==> config.mk <==
export PLATFORM = sky130hd
export DESIGN_NAME = adc_serial_reader
export DESIGN_NICKNAME = d
export VERILOG_FILES = /design/src/rtl/adc_serial_pkg.sv /design/src/rtl/clk_ce_div.sv /design/src/rtl/adc_serial_reader.sv
export SDC_FILE = /design/constraint.sdc
export NUM_CORES = 1
export LEC_CHECK = 0
export CORE_ASPECT_RATIO = 0.9
export CORE_MARGIN = 1.5
export CORE_UTILIZATION = 30
export DETAILED_ROUTE_END_ITERATION = 8
export SYNTH_ARGS = -nofsm -noshare
export SYNTH_HDL_FRONTEND = slang
export SYNTH_SLANG_ARGS = --single-unit
==> constraint.sdc <==
create_clock -name clk_clk -period 3.1 [get_ports clk_clk]
set_clock_uncertainty 0.05 [all_clocks]
set_input_delay 0.465 -clock clk_clk [delete_from_list [all_inputs] [get_ports clk_clk]]
set_output_delay 0.465 -clock clk_clk [all_outputs]
set_load 0.01 [all_outputs]
==> src/rtl/adc_serial_pkg.sv <==
// Shared types and constants for the serial ADC frame reader.
package adc_serial_pkg;

    typedef logic [1:0] state_t;

    localparam state_t IDLE     = 2'd0;
    localparam state_t CS_SETUP = 2'd1;
    localparam state_t SHIFT    = 2'd2;
    localparam state_t CS_HOLD  = 2'd3;

    // Chip-select quiet time after a frame, in SCLK half-periods.
    localparam int HOLD_HALVES = 4;

    // Bits needed for a counter that must reach max_val inclusive.
    function automatic int cnt_width(input int max_val);
        return (max_val < 2) ? 1 : $clog2(max_val + 1);
    endfunction

endpackage

==> src/rtl/clk_ce_div.sv <==
// Clock-enable divider: count runs 0..CE_DIV-1 while enabled, ce marks the last count.
module clk_ce_div
    import adc_serial_pkg::*;
#(
    parameter int CE_DIV = 12,
    localparam int CW = cnt_width(CE_DIV - 1)
) (
    input  logic          clk_clk,
    input  logic          reset,
    input  logic          enable,
    input  logic          clear,
    output logic          ce,
    output logic [CW-1:0] count
);

    localparam logic [CW-1:0] LAST = CW'(CE_DIV - 1);

    // Free-running modulo counter; clear wins over enable.
    always_ff @(posedge clk_clk) begin
        if (reset) begin
            count <= '0;
        end else if (clear) begin
            count <= '0;
        end else if (enable) begin
            count <= (count == LAST) ? '0 : count + 1'b1;
        end
    end

    assign ce = enable && !clear && (count == LAST);

endmodule

==> src/rtl/adc_serial_reader.sv <==
// Frame reader for a CS-framed, MSB-first serial ADC with leading zeros.
//
// state    | meaning
// ---------+-------------------------------------------------------------
// IDLE     | cs_n high, sclk high, waiting for start
// CS_SETUP | cs_n low, one half-period with sclk still high
// SHIFT    | sclk toggles on each ce; data sampled on the rising toggle
// CS_HOLD  | cs_n high, sclk high for HOLD_HALVES half-periods
module adc_serial_reader
    import adc_serial_pkg::*;
#(
    parameter int CE_DIV     = 12,
    parameter int FRAME_BITS = 16,
    parameter int LEAD_ZEROS = 4,
    parameter int DATA_BITS  = 12
) (
    input  logic                 clk_clk,
    input  logic                 reset,
    input  logic                 start,
    input  logic                 sdata,
    output logic                 cs_n,
    output logic                 sclk,
    output logic [DATA_BITS-1:0] sample,
    output logic                 sample_valid,
    output logic                 frame_err,
    output logic                 busy,
    output logic                 overrun
);

    localparam int DW = cnt_width(CE_DIV - 1);
    localparam int EW = cnt_width(FRAME_BITS);
    localparam int HW = cnt_width(HOLD_HALVES - 1);

    localparam logic [EW-1:0] LAST_EDGE = EW'(FRAME_BITS - 1);

    state_t                state;
    logic [FRAME_BITS-1:0] shift;
    logic [FRAME_BITS-1:0] shift_nxt;
    logic [EW-1:0]         edges;
    logic [HW-1:0]         hold_cnt;
    logic                  ce;
    logic [DW-1:0]         div_count;
    logic                  unused_bits;

    // The divider is held at zero in IDLE so CS_SETUP always starts a full half-period.
    clk_ce_div #(
        .CE_DIV (CE_DIV)
    ) u_div (
        .clk_clk (clk_clk),
        .reset   (reset),
        .enable  (state != IDLE),
        .clear   (state == IDLE),
        .ce      (ce),
        .count   (div_count)
    );

    // The final rising edge's bit must be part of the captured word, so capture
    // from the next-shift value rather than the register.
    assign shift_nxt = {shift[FRAME_BITS-2:0], sdata};
    assign busy      = (state != IDLE);

    // The divider phase and the shift MSB / pad bits are not needed here.
    assign unused_bits = ^{div_count, shift[FRAME_BITS-1], shift_nxt};

    // Frame sequencing, shift capture and sticky overrun.
    always_ff @(posedge clk_clk) begin
        if (reset) begin
            state        <= IDLE;
            cs_n         <= 1'b1;
            sclk         <= 1'b1;
            shift        <= '0;
            edges        <= '0;
            hold_cnt     <= '0;
            sample       <= '0;
            sample_valid <= 1'b0;
            frame_err    <= 1'b0;
            overrun      <= 1'b0;
        end else begin
            sample_valid <= 1'b0;
            if (start && (state != IDLE)) begin
                overrun <= 1'b1;
            end
            case (state)
                IDLE: begin
                    cs_n <= 1'b1;
                    sclk <= 1'b1;
                    if (start) begin
                        state <= CS_SETUP;
                        cs_n  <= 1'b0;
                        edges <= '0;
                    end
                end
                CS_SETUP: begin
                    if (ce) begin
                        state <= SHIFT;
                    end
                end
                SHIFT: begin
                    if (ce) begin
                        sclk <= ~sclk;
                        if (!sclk) begin
                            shift <= shift_nxt;
                            edges <= edges + 1'b1;
                            if (edges == LAST_EDGE) begin
                                state        <= CS_HOLD;
                                cs_n         <= 1'b1;
                                sample       <= shift_nxt[FRAME_BITS-1-LEAD_ZEROS -: DATA_BITS];
                                sample_valid <= 1'b1;
                                frame_err    <= |shift_nxt[FRAME_BITS-1 -: LEAD_ZEROS];
                                hold_cnt     <= HW'(HOLD_HALVES - 1);
                            end
                        end
                    end
                end
                CS_HOLD: begin
                    if (ce) begin
                        if (hold_cnt == '0) begin
                            state <= IDLE;
                        end else begin
                            hold_cnt <= hold_cnt - 1'b1;
                        end
                    end
                end
                default: begin
                    state <= IDLE;
                    cs_n  <= 1'b1;
                    sclk  <= 1'b1;
                end
            endcase
        end
    end

endmodule

## Word-level counts from Yosys, hierarchy flattened

Cells that the tools add are included.

| word-level totals | value |
|---|---|
| bits in registers | 45 |
| bits of input ports | 4 |
| output and inout bits | 18 |
| logic and storage cells | 73 |

| cells by class | value |
|---|---|
| $add $sub $neg | 3 |
| equality and inequality tests | 13 |
| muxes and demuxes | 24 |
| bitwise logic cells | 3 |
| reduce and logical (&&, ||, !) cells | 19 |

Operator list:

| kind | count |
|---|---|
| $mux 2 | 9 |
| $ne 2x2->1 const B | 8 |
| $mux 5 | 3 |
| $reduce_and 4->1 | 3 |
| $pmux 5 s2 | 1 |
| $pmux 2 s4 | 1 |
| $reduce_or 4->1 | 2 |
| $reduce_and 7->1 | 1 |
| $mux 1 | 6 |
| $reduce_and 6->1 | 1 |
| $reduce_bool 2->1 | 3 |
| $add 5x1->5 const B | 1 |
| $eq 5x4->1 const B | 1 |
| $add 4x1->4 const B | 1 |
| $eq 2x2->1 const B | 2 |
| $eq 4x4->1 const B | 1 |
| $logic_not 2->1 | 2 |
| $mux 4 | 1 |
| $pmux 1 s2 | 2 |
| $pmux 2 s2 | 1 |
| $logic_and 1x1->1 | 3 |
| $not 1->1 | 3 |
| $reduce_and 3->1 | 1 |
| $eq 2x1->1 const B | 1 |
| 4 further kinds | 4 |

## Depth between registers and ports, before layout

| logic depth | value |
|---|---|
| depth after elaboration | 6 |
| gate-level depth with buffers | 8 |
| mapped depth without buffers | 7 |

## Hierarchy

Synthesis repeated with hierarchy kept, for this count alone.

| second synthesis, totals | value |
|---|---|
| cell total of the unflattened synthesis | 227 |
| area total of the unflattened synthesis | 1939.4 um^2 |

By module, submodules not included:

| module | times used | cells an instance | area an instance (um^2) | sequential area each (um^2) |
|---|---|---|---|---|
| adc_serial_reader | 1 | 208 | 1761.7 | 820.8 |
| clk_ce_div | 1 | 19 | 177.7 | 80.1 |

## Worst setup path before layout

Ideal clock, no wire load.

| timing path | value |
|---|---|
| path kind | register to register |
| from | register edges[0] |
| to | register hold_cnt[0] |
| arrival time | 1.668 ns |
| slack | 1.247 ns |
| stages on the path, launching flop included | 9 |
| path buffers | 1 |
| period minus slack after synthesis | 1.853 ns |
| cells stage by stage | dfxtp_1 -> ha_1 -> and3_1 -> ha_1 -> clkbuf_1 -> nand2b_1 -> a2111oi_0 -> a21o_1 -> a211oi_1 |

| between the ends | value |
|---|---|
| cells in the longest elaborated chain, start to end | 3 |

Ends and longest elaborated chain:

| what | RTL line | RTL |
|---|---|---|
| start: declaration | adc_serial_reader.sv:39 | `logic [EW-1:0] edges;` |
| start signal: assignment | adc_serial_reader.sv:103 | `edges <= edges + 1'b1;` |
| $eq 5x4->1 | adc_serial_reader.sv:104 | `if (edges == LAST_EDGE) begin` |
| $ne 2x2->1 (no source line) | - |  |
| $reduce_and 6->1 (no source line) | - |  |
| end signal: assignment | adc_serial_reader.sv:110 | `hold_cnt <= HW'(HOLD_HALVES - 1);` |
| end signal: assignment | adc_serial_reader.sv:120 | `hold_cnt <= hold_cnt - 1'b1;` |
| end: declaration | adc_serial_reader.sv:40 | `logic [HW-1:0] hold_cnt;` |

No other way between the ends.
A chain may end at the register's enable or synchronous reset.

## Worst setup path in the final report

| timing path | value |
|---|---|
| from | register state[0] |
| to | register sample[4] |

| between the ends | value |
|---|---|
| cells in the longest elaborated chain, start to end | 5 |
| elaborated cells on any way between the ends | 7 |

Ends and longest elaborated chain:

| what | RTL line | RTL |
|---|---|---|
| start: declaration | adc_serial_reader.sv:36 | `state_t state;` |
| start signal: assignment | adc_serial_reader.sv:68 | `state <= IDLE;` |
| start signal: assignment | adc_serial_reader.sv:88 | `state <= CS_SETUP;` |
| start signal: assignment | adc_serial_reader.sv:95 | `state <= SHIFT;` |
| $logic_not 2->1 | adc_serial_reader.sv:52 | `.clear (state == IDLE),` |
| $logic_not 1->1 | clk_ce_div.sv:29 | `assign ce = enable && !clear && (count == LAST);` |
| $logic_and 1x1->1 (2 in a row) | clk_ce_div.sv:29 |  |
| $reduce_and 4->1 (no source line) * | - |  |
| end signal: assignment | adc_serial_reader.sv:107 | `sample <= shift_nxt[FRAME_BITS-1-LEAD_ZEROS -: DATA_BITS];` |
| end: declaration | adc_serial_reader.sv:23 | `output logic [DATA_BITS-1:0] sample,` |

Mark *: on every way between the ends. The rest lies on a longest branch, timed or not.

==> impl_metrics.json <==
{
  "status": "complete, no violations",
  "met3_length_um": 94,
  "synth.distinct_cells": 37,
  "path_class": "register to register",
  "cp.required_ns": 3.27,
  "wirelength_um": 3650,
  "hp-start": "sample[1]",
  "finalCritPeriodShare_pct": 75.5,
  "track_usage_pct": 11.3,
  "grt_max_degree": 35,
  "via_count": 1578,
  "remaining_drc_errors": 0,
  "firstDrtPassIters": 4,
  "synth_area_leaders": "dfxtp_1, a21oi_1, nand2_1",
  "grt_pass1_vias": 1421,
  "route.top_layer_used": "met4",
  "syn_avg_cell_area_um2": 8.31,
  "ys_ff_latch": 45,
  "period_minus_slack_ns": 2.34,
  "synthCells": 231,
  "synth_xor_area_share_pct": 0,
  "coreArea_um2": 6150,
  "path_cells": "inv_1 > ha_1 > nor3b_2 > and2_1 > buf_4 > nand3_1 > a21oi_1",
  "path_delay_family": "simple AND/OR/NAND/NOR gates",
  "cp-start-kind": "register",
  "fin_setup_tns_ns": 0,
  "synth_warnings": 0,
  "slew_headroom_pct": 63.1,
  "cts_sinks": 45,
  "syn_nets": 243,
  "cts_hold_buf": 0,
  "holdWs_ns": 0.406,
  "grt_pass1_wl_um": 6260,
  "layout_common_cells": "nand2_1, dfxtp_1, a21oi_1",
  "ir_drop_mv": 0.454,
  "wl_met2_um": 1610,
  "r2r_cells": 7,
  "antenna_cells": 0,
  "cts-root-buf": "clkbuf_8",
  "multi_input_area_um2": 908,
  "slew_viol_final": 0,
  "arrival_ns": 2.51,
  "muxShareOfSynthArea_pct": 0.522,
  "yosys.area_share.simple_pct": 24.3,
  "drt-met1-wl_um": 1890,
  "seqCellArea_um2": 901,
  "hold_class": "register to register",
  "syn_area_um2": 1920,
  "critPathSlowestCell": "and2_1",
  "ant_nets": 0,
  "final-setup-viol-count": 0,
  "hold_end": "sample[1]",
  "worst_pin_slew_ns": 0.552,
  "clk_pin_slew_ns": 0.09,
  "power_density_nw_per_um2": 574,
  "worstPathMaxFanout": 19,
  "drive_above_1_share_pct": 5.24,
  "synthToLayoutAreaGrowth_pct": 18.1,
  "synth_compound_area_share_pct": 17.3,
  "dp.final_hpwl_um": 2480,
  "rsz0062_at_grt": "no",
  "place.port_buffers": 21,
  "cts_tree": "yes",
  "fmax_mhz": 428,
  "synth_top_family_by_area": "simple AND/OR/NAND/NOR gates",
  "power.leakage_nw": 0.747,
  "numCtsBuffers": 5,
  "num_io_pins": 22,
  "max_stage_delay_ns": 0.52,
  "yosysTopAreaCell": "dfxtp_1",
  "seq_area_frac_synth_pct": 46.9,
  "r2r_start": "state[0]",
  "fin_nets": 259,
  "placementRows": 27,
  "hold_violations": 0,
  "wire_per_inst_um": 10.9,
  "fp.dieH_um": 78.9,
  "gp_congestion": 0.734,
  "cts_resized": 0,
  "start_util_pct": 31.2,
  "cts_htree_levels": 2,
  "die-area_um2": 6890,
  "worstSkewPairLatency_ns": 0.29,
  "path_buf_inv": 2,
  "viasPerCell": 4.71,
  "die_x_um": 87.3,
  "worstSetupEndpointType": "register",
  "synth_top_area_share_pct": 46.9,
  "synth_fa_ha_area_share_pct": 5.22,
  "antenna_found_initial": 0,
  "clk_path_buf_depth": 2,
  "cap_violations": 0,
  "post-route-util_pct": 36.9,
  "grt_overflow": 0,
  "timing.rr.end": "sample[4]",
  "drt_iter0_drc": 64,
  "hold_depth": 2,
  "fill_cells": 644,
  "layout_commonest_cell": "nand2_1",
  "ff2ff_setup_slack_ns": 0.76,
  "cts_setup_buffers": 0
}
==> through the flow <==
step	instance area [um^2]	setup WS (ns)	total power [mW]	std cells
6_report	2270	0.761	1.30	335
5_1_grt	2270	0.379	1.39	335
4_1_cts	2270	0.759	1.31	335
3_5_place_dp	2180	0.792	0.961	327
3_3_place_gp	2180	0.880	0.962	327
2_1_floorplan	1920	1.25	0.872	231
==> worst max-delay path by stage <==
stage	start	end	slack (ns)	cells after the start
after global routing	state[0]	sample[1]	0.38	7
after global placement	state[0]	sample[5]	0.88	7
final	state[0]	sample[4]	0.76	7
after CTS	state[0]	sample[1]	0.76	7
after detailed placement	state[0]	sample[4]	0.79	7
after floorplan	edges[0]	hold_cnt[0]	1.25	8
==> metal layers <==
metal  vias to the layer above  track usage, %
met5                         -               0
li1                        832               -
met3                         4            2.81
met2                        18            17.7
met1                       724            15.1
met4                         0            4.13
==> worst reg2reg max path, delay by kind of cell, from the launching register on <==
kind            cells  cell delay (ns)
fa+ha+maj           1             0.39
flops               1             0.35
simple gates        3             0.94
buf+inv             2             0.42
compound gates      1             0.13
==> Yosys cell counts, drive strengths merged <==
master,count
a2111oi,1
nand4bb,1
a21boi,1
nand2b,9
nor3,2
ha,8
a311oi,3
nand2,48
a211oi,4
buf,7
o22ai,1
nor2,10
nand3,15
clkbuf,8
o21ai,5
a21oi,36
and3b,1
nor3b,2
mux2i,1
nor4,2
inv,9
o21a,1
a21o,1
and3,1
a41o,1
dfxtp,45
nand3b,1
and2,1
nand4b,2
nand4,1
a41oi,2
and4,1
==> area by class of cell <==
type                    count  area share, %
repair buffers             24           10.3
clock buffers               6           3.20
well taps                  87           4.80
multi-input cells         162           40.1
clock inverters             2          0.442
flip-flops and latches     45           39.7
inverters                   9           1.49
==> kinds of logic after synthesis <==
kind of cell | after synthesis
flip-flops | 45
AO/OA/AOI/OAI | 56
adder cells (fa/ha/maj) | 8
buffers and inverters | 24
AND/OR/NAND/NOR | 97
multiplexers | 1
==> report_power, final <==
| group | total [mW] | internal [mW] | switching [mW] |
|---|---|---|---|
| Sequential | 0.631 | 0.608 | 0.0238 |
| Combinational | 0.318 | 0.137 | 0.181 |
| Clock | 0.352 | 0.157 | 0.196 |
| Total | 1.30 | 0.902 | 0.401 |
==> sequential cells by signal, indices dropped and copies added (netlist names) <==
| signal | count |
|---|---|
| cs_n | 1 |
| edges | 5 |
| frame_err | 1 |
| hold_cnt | 2 |
| overrun | 1 |
| sample | 12 |
| sample_valid | 1 |
| sclk | 1 |
| shift | 15 |
| state | 2 |
| u_div.count | 4 |
(Power assumes the default switching activity.)
